**src/rtl/paddle_axis_ctrl.sv**
```systemverilog
// ---------------------------------------------------------------------------
// paddle_axis_ctrl
//   Digital-to-paddle position integrator. Each channel turns up/down
//   requests (from a joystick/keyboard front end) into a POS_W-bit paddle
//   position that an arcade core consumes as if it came from an analog pot.
//   All channels share one update-rate divider.
//
// Build option:
//   PADDLE_ACCEL_EN  when defined, holding a direction speeds the paddle up
//                    (step 1, then 2, then 4 every ACCEL_HOLD ticks). When it
//                    is undefined, the step is always 1 and the hold
//                    counters / direction tracking are not built.
//
// Ports:
//   clk_sys    system clock (single domain)
//   reset_n    synchronous reset, active low
//   ce         clock enable; the tick divider advances only when ce=1
//   up         [NUM_CH]  per-channel increase request (async source)
//   down       [NUM_CH]  per-channel decrease request (async source)
//   recenter   [NUM_CH]  per-channel recentre request (async source)
//   wrap_mode  0 = saturate at POS_MIN/POS_MAX, 1 = modulo 2**POS_W
//   pos        [NUM_CH*POS_W]  positions, channel i at [i*POS_W +: POS_W]
//   moving     [NUM_CH]  1 while the channel's last tick applied a step
//   tick       one-cycle pulse per update tick
// ---------------------------------------------------------------------------

// ---------------------------------------------------------------------------
// paddle_axis_ch
//   One channel of position state. Inputs are already synchronised.
//   Ports: clk_sys, reset_n, tick (update strobe), up_s/down_s/recenter_s
//   (synchronised requests), wrap_mode, pos (position), moving.
// ---------------------------------------------------------------------------
module paddle_axis_ch #(
    parameter int POS_W      = 8,
    parameter int POS_MIN    = 0,
    parameter int POS_MAX    = 2**POS_W-1,
    parameter int CENTER     = 2**(POS_W-1)
`ifdef PADDLE_ACCEL_EN
    ,
    parameter int ACCEL_HOLD = 8
`endif
) (
    input  logic             clk_sys,
    input  logic             reset_n,
    input  logic             tick,
    input  logic             up_s,
    input  logic             down_s,
    input  logic             recenter_s,
    input  logic             wrap_mode,
    output logic [POS_W-1:0] pos,
    output logic             moving
);

    // Three guard bits: enough headroom for a step of up to 4 above the top
    // code, and a sign bit so a step below zero is seen as negative.
    localparam int EXT_W = POS_W + 3;
    localparam logic signed [EXT_W-1:0] MIN_EXT = EXT_W'(POS_MIN);
    localparam logic signed [EXT_W-1:0] MAX_EXT = EXT_W'(POS_MAX);

    logic                    move;
    logic [2:0]              step;
    logic signed [EXT_W-1:0] cur_ext;
    logic signed [EXT_W-1:0] step_ext;
    logic signed [EXT_W-1:0] res;
    logic [POS_W-1:0]        pos_nxt;

    // Exactly one direction requested; both or neither means no motion.
    assign move = up_s ^ down_s;

`ifdef PADDLE_ACCEL_EN
    // hold_q counts consecutive same-direction ticks already applied,
    // saturating at 2*ACCEL_HOLD. k is the 1-based count including the
    // current tick; a reversal (or a fresh start) restarts at k=1.
    localparam int HOLD_W = $clog2(2*ACCEL_HOLD + 2);
    localparam logic [HOLD_W-1:0] HOLD_1 = HOLD_W'(ACCEL_HOLD);
    localparam logic [HOLD_W-1:0] HOLD_2 = HOLD_W'(2*ACCEL_HOLD);

    logic [HOLD_W-1:0] hold_q;
    logic [HOLD_W-1:0] k;
    logic [HOLD_W-1:0] hold_nxt;
    logic              dir_q;    // 1 = last applied step was upward

    always_comb begin
        k        = HOLD_W'(1);
        hold_nxt = HOLD_W'(1);
        step     = 3'd1;
        if (hold_q != '0 && dir_q == up_s)
            k = hold_q + HOLD_W'(1);
        if (k > HOLD_2)
            hold_nxt = HOLD_2;
        else
            hold_nxt = k;
        if (k <= HOLD_1)
            step = 3'd1;
        else if (k <= HOLD_2)
            step = 3'd2;
        else
            step = 3'd4;
    end

    always_ff @(posedge clk_sys) begin
        if (!reset_n) begin
            hold_q <= '0;
            dir_q  <= 1'b0;
        end else if (recenter_s) begin
            hold_q <= '0;
        end else if (tick) begin
            if (move) begin
                hold_q <= hold_nxt;
                dir_q  <= up_s;
            end else begin
                hold_q <= '0;
            end
        end
    end
`else
    assign step = 3'd1;
`endif

    always_comb begin
        cur_ext  = EXT_W'(pos);
        step_ext = EXT_W'(step);
        res      = up_s ? (cur_ext + step_ext) : (cur_ext - step_ext);
        pos_nxt  = res[POS_W-1:0];
        if (!wrap_mode) begin
            if (res > MAX_EXT)
                pos_nxt = POS_W'(POS_MAX);
            else if (res < MIN_EXT)
                pos_nxt = POS_W'(POS_MIN);
        end
    end

    // Recentre is honoured on every edge, not just on ticks, so a short
    // coin/start pulse is never lost between ticks.
    always_ff @(posedge clk_sys) begin
        if (!reset_n) begin
            pos    <= POS_W'(CENTER);
            moving <= 1'b0;
        end else if (recenter_s) begin
            pos    <= POS_W'(CENTER);
            moving <= 1'b0;
        end else if (tick) begin
            if (move) begin
                pos    <= pos_nxt;
                moving <= 1'b1;
            end else begin
                moving <= 1'b0;
            end
        end
    end

endmodule

module paddle_axis_ctrl #(
    parameter int NUM_CH     = 2,
    parameter int POS_W      = 8,
    parameter int TICK_DIV   = 16384,
    parameter int POS_MIN    = 0,
    parameter int POS_MAX    = 2**POS_W-1,
    parameter int CENTER     = 2**(POS_W-1),
    parameter int ACCEL_HOLD = 8
) (
    input  logic                    clk_sys,
    input  logic                    reset_n,
    input  logic                    ce,
    input  logic [NUM_CH-1:0]       up,
    input  logic [NUM_CH-1:0]       down,
    input  logic [NUM_CH-1:0]       recenter,
    input  logic                    wrap_mode,
    output logic [NUM_CH*POS_W-1:0] pos,
    output logic [NUM_CH-1:0]       moving,
    output logic                    tick
);

    localparam int CNT_W = $clog2(TICK_DIV);
    localparam logic [CNT_W-1:0] CNT_LAST = CNT_W'(TICK_DIV - 1);

    logic [NUM_CH-1:0] up_m, up_s;
    logic [NUM_CH-1:0] down_m, down_s;
    logic [NUM_CH-1:0] rc_m, rc_s;
    logic [CNT_W-1:0]  cnt;
    logic [NUM_CH-1:0][POS_W-1:0] pos_arr;

    // Two-flop synchronisers for the asynchronous request lines.
    always_ff @(posedge clk_sys) begin
        if (!reset_n) begin
            up_m   <= '0;
            up_s   <= '0;
            down_m <= '0;
            down_s <= '0;
            rc_m   <= '0;
            rc_s   <= '0;
        end else begin
            up_m   <= up;
            up_s   <= up_m;
            down_m <= down;
            down_s <= down_m;
            rc_m   <= recenter;
            rc_s   <= rc_m;
        end
    end

    // Update-rate divider: TICK_DIV ce pulses per tick. tick is registered,
    // so channels update on the edge after the terminal count.
    always_ff @(posedge clk_sys) begin
        if (!reset_n) begin
            cnt  <= '0;
            tick <= 1'b0;
        end else begin
            tick <= 1'b0;
            if (ce) begin
                if (cnt == CNT_LAST) begin
                    cnt  <= '0;
                    tick <= 1'b1;
                end else begin
                    cnt <= cnt + CNT_W'(1);
                end
            end
        end
    end

    for (genvar i = 0; i < NUM_CH; i++) begin : g_ch
        paddle_axis_ch #(
            .POS_W      (POS_W),
            .POS_MIN    (POS_MIN),
            .POS_MAX    (POS_MAX),
            .CENTER     (CENTER)
`ifdef PADDLE_ACCEL_EN
            ,
            .ACCEL_HOLD (ACCEL_HOLD)
`endif
        ) u_ch (
            .clk_sys    (clk_sys),
            .reset_n    (reset_n),
            .tick       (tick),
            .up_s       (up_s[i]),
            .down_s     (down_s[i]),
            .recenter_s (rc_s[i]),
            .wrap_mode  (wrap_mode),
            .pos        (pos_arr[i]),
            .moving     (moving[i])
        );
    end

    // Packed array flattens with channel 0 in the low bits.
    assign pos = pos_arr;

endmodule
```
**config.mk**
```make
export PLATFORM = sky130hd
export DESIGN_NAME = paddle_axis_ctrl
export DESIGN_NICKNAME = d
export VERILOG_FILES = /design/src/rtl/paddle_axis_ctrl.sv
export SDC_FILE = /design/constraint.sdc
export NUM_CORES = 1
export LEC_CHECK = 0
export CAP_MARGIN = 20
export CORE_MARGIN = 2
export CORE_UTILIZATION = 44
export CTS_CLUSTER_DIAMETER = 80
export CTS_CLUSTER_SIZE = 20
export DETAILED_ROUTE_END_ITERATION = 7
export PLACE_DENSITY = 0.66
export SYNTH_ARGS = -nofsm -noshare
export SYNTH_HDL_FRONTEND = slang
export SYNTH_SLANG_ARGS = --single-unit
export TNS_END_PERCENT = 10
```
**constraint.sdc**
```tcl
create_clock -name clk_sys -period 4.2 [get_ports clk_sys]
set_clock_uncertainty 0.05 [all_clocks]
set_input_delay 0.84 -clock clk_sys [delete_from_list [all_inputs] [get_ports clk_sys]]
set_output_delay 0.84 -clock clk_sys [all_outputs]
set_load 0.02 [all_outputs]
```
# Yosys cells after proc, flatten, opt, wreduce, memory -nomap -nowiden
# Cells that the tools add are included.
# op_classes
magnitude_cmp	4
muxes	12
n_addsub	5
n_reduce_logical	5
eq_ne	1
bitwise	3
# ops
op	count
8-bit two-way mux	6
11-bit by 9-bit > comparator with 1-bit output (second input constant)	2
11-bit by 1-bit less-than comparator with 1-bit output (second input constant)	2
11-bit two-way mux	2
8-bit by 1-bit adder with 9-bit output (second input constant)	2
8-bit by 1-bit subtractor with 9-bit output (second input constant)	2
14-bit by 1-bit adder with 14-bit output (second input constant)	1
14-bit == test (second input constant)	1
14-bit two-way mux	1
2-bit AND reduction	3
2-bit OR reduction	2
1-bit two-way mux	3
1-bit XOR	2
1-bit NOT	1
# totals
input_bits	10
out_inout_bits	19
reg_bits	45
word_cells	42

# Depth between registers and ports, before layout
# Gate-level depths: netlist (run 1).
# depth
ltp_word	6
mapped_depth	8
mapped_depth_nobuf	7

# By module
# A second synthesis (run 1) with hierarchy kept.
# hier_totals
hier_cells	261
area_unflattened_um2	2398.6
# modules_own_cells
module	instances	cells_each	area_per_inst_um2	seq_area_each_um2
paddle_axis_ch	2	82	696.9	180.2
paddle_axis_ctrl	1	97	1004.7	540.5

# Worst setup path after synthesis (run 1)
# OpenSTA, ideal clock, no wires.
# synth_timing
path_type	reg2reg
startpoint	register g_ch[1].u_ch.pos[2]
endpoint	register g_ch[1].u_ch.pos[7]
t_arrival_ns	2.071
synth_period_minus_slack_ns	2.241
path_buffers	2
path_stages_with_launch	8
setup_ns	0.120
path_slack_ns	1.959
required_ns	4.030
cell_sequence	dfxtp_1 > buf_6 > or3_4 > or3_4 > or4_4 > buf_6 > a211oi_2 > nor2_1
# synth_via
elab_chain_len	6
elab_cells_between_ends	8
classes_between	add/sub: 2; order compare: 2; mux: 4
# synth_rtl
item	line_no	text
start: declaration	50	output logic [POS_W-1:0] pos,
start signal: assignment	137	pos <= POS_W'(CENTER);
start signal: assignment	140	pos <= POS_W'(CENTER);
start signal: assignment	144	pos <= pos_nxt;
8-bit by 1-bit subtractor with 9-bit output / 8-bit by 1-bit adder with 9-bit output (equally long branches)	123	res = up_s ? (cur_ext + step_ext) : (cur_ext - step_ext);
11-bit two-way mux (*)	123	
11-bit by 1-bit less-than comparator with 1-bit output	128	else if (res < MIN_EXT)
8-bit two-way mux	128	
8-bit two-way mux	126	if (res > MAX_EXT)
8-bit two-way mux (*)	125	if (!wrap_mode) begin
# Mark *: on every way between the ends. The rest lies on a longest branch, timed or not.
# A chain may end at the register's enable or synchronous reset.

# Worst setup path after layout (run 1)
# layout_timing
startpoint	input wrap_mode
endpoint	register g_ch[0].u_ch.pos[3]
# layout_via
elab_chain_len	1
# layout_rtl
item	line_no	text
start: declaration	169	input logic wrap_mode,
8-bit two-way mux	125	
end signal: assignment	137	
end signal: assignment	140	
end signal: assignment	144	
end: declaration	50	
# No other way between the ends.

==> impl_metrics.tcl, run 1 <==
set metrics [dict create \
    outcome "finished, final reports clean" \
    clockBufferDepth 2 \
    stdcell_count 349 \
    gr-usage-all-layers_pct 16.9 \
    yosys.area.top_type "dfxtp_1" \
    synth-seq-cells 45 \
    grt_max_degree 25 \
    synth.distinct_cells 45 \
    start_util_pct 46.3 \
    grtUsageMet2_pct 24.7 \
    cp_max_fo 9 \
    synth_top_cell_area_share_pct 40.4 \
    setup_tns_ns 0 \
    fillers 468 \
    antenna_left 0 \
    diodes 0 \
    max_stage_delay_ns 0.55 \
    drtIter0Drc 174 \
    synth_edf_count 0 \
    irDropWorstVdd_mv 0.210 \
    setup.worst_path.start_class "input port" \
    synthFlopType "dfxtp_1" \
    nets 296 \
    finalMaxSlewViolations 0 \
    use_met3_pct 4.28 \
    synth_area_leaders "dfxtp_1 (40%), and2_1 (5.1%), nand2_1 (3.9%)" \
    fmax_mhz 400 \
    synth.net_count 275 \
    async_flop_share_pct 0 \
    yosysSeqAreaShare_pct 40.4 \
    grt_setup_unrepaired "no" \
    worstReg2RegStart "g_ch[0].u_ch.pos[0]$_SDFFE_PP0P_" \
    ctsHoldBuffers 0 \
    period_needed_ns 2.50 \
    grt_pass1_wl_um 7270 \
    r2r_cells 7 \
    rows 25 \
    htree_levels 2 \
    pre_cts_ws_ns 1.39 \
    cts_num_sinks 45 \
    p_leak_uw 0.000952 \
    numCtsBuffers 5 \
    max_slew_margin_pct 46.2 \
    hold_end "up_s[0]$_SDFF_PN0_" \
    viasPerCell 5.21 \
    grt.overflow.total 0 \
    ios 29 \
    power_density_nw_per_um2 307 \
    regToRegEndpoint "g_ch[0].u_ch.pos[3]$_SDFFE_PP0P_" \
    drc 0 \
    multi_input_comb_area_sq_um 1210 \
    path_cells "clkdlybuf4s50_1, or3_1, nor4_4, o21ai_0, a22oi_1, nor2_1" \
    hold_viol 0 \
    cts_tree "done" \
    ys_warn_count 0 \
    register_area_sq_um 901 \
    syn-cell-area_sq_um 2230 \
    grt_busiest_layer "met2" \
    finalSetupViolations 0 \
    min-delay-start "up_m[0]$_SDFF_PN0_" \
    dieArea_sq_um 5650 \
    min_path_cells 1 \
    core_area_sq_um 4820 \
    crit_required_ns 4.34 \
    cap_viol_max_count 0 \
    dr.pass1.iters 4 \
    yosysMostFrequentCell "dfxtp_1" \
    cts-root-buf "clkbuf_8" \
    crit_path_end_kind "register" \
    numPortBuffers 28 \
    dieHeight_um 75.2 \
    antenna_found_initial 0 \
    total_power_uw 807 \
    totalWireLength_um 4250 \
    synthTopCellsByCount "dfxtp_1 (45), nand2_1 (23), nor2_1 (21)" \
    cp_slowest_cell "clkdlybuf4s50_1" \
    vias 1819 \
    worst_pin_slew_ns 0.803 \
    postCtsSetupRepairBufs 0 \
    worstSkewPairLatency_ns 0.30 \
    die_width_um 75.2 \
    fin_crit_sh_pct 59.6 \
    synthToLayoutAreaGrowth_pct 17.9 \
    grtUsageMet1_pct 23.4 \
    syn_inst 260 \
    hpwl_um 3100 \
    hold_path_class "reg -> reg" \
    path_clk_slew_ns 0.09 \
    rrSetupSlack_ns 1.94 \
    crit_type "in -> reg" \
    routedWlPerCell_um 12.2 \
    crit_arrival_ns 2.64 \
    drive_gt1_share_pct 6.38 \
    grt_pass1_vias 1569 \
    fin_ws_ns 1.70 \
    cts.repair.resized 0 \
    dp_cells 341 \
    gp_congestion 0.829 \
    avgSynthCellArea_sq_um 8.58 \
]
-- logic make-up (layout without fill, tap and decap cells) --
kind of cell / after synthesis / count (layout) / share of synthesized area, %
AND/OR/NAND/NOR: 118 / 118 / 29.3
AO/OA/AOI/OAI: 49 / 49 / 14.5
flip-flops: 45 / 45 / 40.4
buffers and inverters: 24 / 46 / 5.27
XOR/XNOR: 16 / 16 / 6.29
adder cells (fa/ha/maj): 5 / 5 / 2.81
multiplexers: 3 / 3 / 1.40
-- sequential cells by signal, summed over array words and instances (netlist names) --
name and count:
rc_m 2, rc_s 2, up_m 2, g_ch.u_ch.moving 2, g_ch.u_ch.pos 16, down_m 2
down_s 2, cnt 14, up_s 2, tick 1
-- routing by layer --
metal	routed length [um]	share of wire, %
met1	2130	50
met2	1850	43
met3	181	4.3
met4	91	2.1
met5	0	0
-- where the power goes --
part	switching (uW)	internal, uW
registers	4.32	433
clock network	152	178
logic	18.8	20.1
-- worst max-delay path by stage --
stage                                       end                              from  depth (start not counted)  slack (ns)
6_report       g_ch[0].u_ch.pos[3]$_SDFFE_PP0P_                         wrap_mode                          6        1.70
5_1_grt        g_ch[0].u_ch.pos[3]$_SDFFE_PP0P_                         wrap_mode                          6        1.54
4_1_cts        g_ch[0].u_ch.pos[3]$_SDFFE_PP0P_                         wrap_mode                          6        1.70
3_5_place_dp   g_ch[0].u_ch.pos[3]$_SDFFE_PP0P_                         wrap_mode                          6        1.39
3_3_place_gp   g_ch[0].u_ch.pos[3]$_SDFFE_PP0P_                         wrap_mode                          6        1.45
2_1_floorplan  g_ch[1].u_ch.pos[7]$_SDFFE_PP1P_  g_ch[1].u_ch.pos[2]$_SDFFE_PP0P_                          7        1.96
-- final cells by class --
class | count | share of cell area (%)
clock inverters | 3 | 1.76
clock buffers | 5 | 2.62
flip-flops and latches | 45 | 34.3
inverters | 10 | 1.43
multi-input cells | 191 | 46.1
well taps | 67 | 3.19
repair buffers | 28 | 10.7
-- through the flow --
stage,hold WS (ns),instance area (sq um),util (%)
4_1_cts,0.388,2630,54.6
3_3_place_gp,0.365,2510,52.2
3_5_place_dp,0.367,2510,52.2
6_report,0.389,2630,54.6
2_1_floorplan,0.362,2230,-
5_1_grt,0.409,2630,54.6
-- critical path: cells and delay by family --
| kind | cells | cell delay [ns] |
|---|---|---|
| compound gates | 2 | 0.39 |
| simple gates | 3 | 0.86 |
| buf+inv | 1 | 0.55 |
-- cells in the final DEF, fill, tap and decap left out, types with 2 or more instances in the layout --
master,n
clkbuf_8,5
nor2_1,21
a21oi_1,17
nand4_1,7
mux2i_1,2
ha_1,5
inv_1,10
xnor2_1,8
nor3_1,6
nand2_1,23
o21ai_0,11
xor2_1,8
or3_4,2
clkdlybuf4s50_1,28
or3_1,7
nand3_1,12
and2_1,18
nand2b_1,3
dfxtp_1,45
or4_1,2
a31oi_1,2
a311oi_1,3
and3_1,6
o22ai_1,3
nor2b_1,3
and4_1,3
o21a_1,2
o31ai_1,2
Power figures use the tool's default switching activity.
==> run 2, diff against run 1 <==
clock period = 2.4 ns   (was 4.2 ns; I/O delays follow)
==> run 2 against run 1 <==
First-iteration DRC count shrank 39%. Register-to-register slack lost 1.7 ns. Clock-buffer cell count is the same. Cell count is 1.7% higher. Worst hold slack worse by 0.00077 ns.
==> impl_metrics.tcl, run 2 (synthesized netlist as in run 1, its figures left out) <==
set metrics [dict create \
    cts-root-buf "clkbuf_8" \
    finalSetupViolations 0 \
    final_cell_mix "dfxtp_1 (45), clkdlybuf4s50_1 (28), nand2_1 (23)" \
    layout.cells.most_common "dfxtp_1" \
    setup.worst_path.start_class "register" \
    viasPerCell 5.20 \
    fillers 457 \
    nets 302 \
    cp_max_fo 9 \
    crit_path_end_kind "register" \
    drc 0 \
    hold_path_class "reg -> reg" \
    antenna_found_initial 0 \
    die_width_um 75.2 \
    vias 1846 \
    finalInstanceArea_sq_um 2670 \
    drive_gt1_share_pct 8.33 \
    clockBufferDepth 2 \
    power_density_nw_per_um2 530 \
    pre_cts_ws_ns 0.164 \
    dr.pass1.iters 4 \
    setup_tns_ns 0 \
    numPortBuffers 28 \
    core_area_sq_um 4820 \
    crit_type "reg -> reg" \
    synthToLayoutAreaGrowth_pct 19.9 \
    cts.repair.resized 0 \
    cts_tree "done" \
    dieArea_sq_um 5650 \
    biggestRegsByFlops "g_ch.u_ch.pos: 16 flops, cnt: 14 flops" \
    worst_pin_slew_ns 0.479 \
    postCtsSetupRepairBufs 0 \
    diodes 0 \
    grt_max_degree 16 \
    rows 25 \
    cp_top_family "compound AO/OA/AOI/OAI gates" \
    worstSkewPairLatency_ns 0.30 \
    hold_viol 0 \
    fmax_mhz 458 \
    cp_num_buf_inv 0 \
    period_needed_ns 2.18 \
    grt.overflow.total 0 \
    place_area_sq_um 2560 \
    path_clk_slew_ns 0.09 \
    dieHeight_um 75.2 \
    hpwl_um 3120 \
    rrSetupSlack_ns 0.22 \
    p_leak_uw 0.000982 \
    numCtsBuffers 5 \
    drtIter0Drc 107 \
    gr-usage-all-layers_pct 17.1 \
    largest_reg_flops 16 \
    grt_setup_unrepaired "no" \
    path_cells "ha_1, nand2_1, or3_1, o31ai_4, o21ai_0, a211oi_1" \
    largest-register "g_ch.u_ch.pos" \
    fin_ws_ns 0.215 \
    irDropWorstVdd_mv 0.415 \
    fin_crit_sh_pct 91.0 \
    antenna_left 0 \
    cap_viol_max_count 0 \
    cp_slowest_cell "o31ai_4" \
    cts_num_sinks 45 \
    ctsHoldBuffers 0 \
    crit_required_ns 2.56 \
    grt_pass1_wl_um 7350 \
    hold-worst-slack_ns 0.388 \
    max_slew_margin_pct 68.1 \
    htree_levels 2 \
    crit_arrival_ns 2.35 \
    max_stage_delay_ns 0.49 \
    outcome "finished, final reports clean" \
    start_util_pct 46.3 \
    totalWireLength_um 4360 \
    routedWlPerCell_um 12.3 \
    grt_pass1_vias 1603 \
    gp_congestion 0.819 \
    ios 29 \
    finalMaxSlewViolations 0 \
]
## run 2: changes by cell type in the layout (fill, tap and decap cells not counted), sizes merged
cell	previous run	this run
buf	0	6
## run 2: routing by layer
| metal | wire [um] | part of all wire [%] | global-route usage, % |
|---|---|---|---|
| met4 | 39 | 0.89 | 6.43 |
| met3 | 193 | 4.4 | 5.09 |
| met1 | 2200 | 50 | 24.1 |
| met2 | 1930 | 44 | 24.8 |
| met5 | 0 | 0 | 0 |
## run 2: area by class of cell
| class | count | area [sq um] | share of cell area [%] |
|---|---|---|---|
| Multi-Input combinational cell | 191 | 1210 | 45.3 |
| Clock buffer | 5 | 68.8 | 2.57 |
| Tap cell | 67 | 83.8 | 3.14 |
| Clock inverter | 3 | 46.3 | 1.73 |
| Inverter | 10 | 37.5 | 1.40 |
| Timing Repair Buffer | 34 | 325 | 12.2 |
| Sequential cell | 45 | 901 | 33.7 |
## run 2: report_power, final
| part | internal [uW] | switching, uW | leakage [uW] | total, uW |
|---|---|---|---|---|
| combinational | 39.6 | 34.5 | 0.000562 | 74.1 |
| sequential | 758 | 7.21 | 0.000365 | 765 |
| clock | 312 | 265 | 0.0000543 | 577 |
## run 2: final timing paths
kind,start,to,depth (start not counted)
worst max-delay path,g_ch[1].u_ch.pos[1]$_SDFFE_PP0P_,g_ch[1].u_ch.pos[5]$_SDFFE_PP0P_,6
worst min-delay path,down_m[1]$_SDFF_PN0_,down_s[1]$_SDFF_PN0_,1
worst max register to register,g_ch[1].u_ch.pos[1]$_SDFFE_PP0P_,g_ch[1].u_ch.pos[5]$_SDFFE_PP0P_,6
worst min register to register,down_m[1]$_SDFF_PN0_,down_s[1]$_SDFF_PN0_,1
## run 2: worst reg2reg max path: cells and delay by family, from the launching register on
kind	cells	cell delay (ns)
AOI/OAI and AO/OA	3	0.88
adders and majority gates	1	0.21
DFF	1	0.43
and+or+nand+nor	2	0.52
## run 2: stage by stage
step                      total power, uW  utilization (%)  instances
after floorplan                       824                -        260
after global routing                 1480             55.5        355
after detailed placement              857             53.1        347
after CTS                            1440             55.5        355
final                                1420             55.5        355
after global placement                856             53.1        347
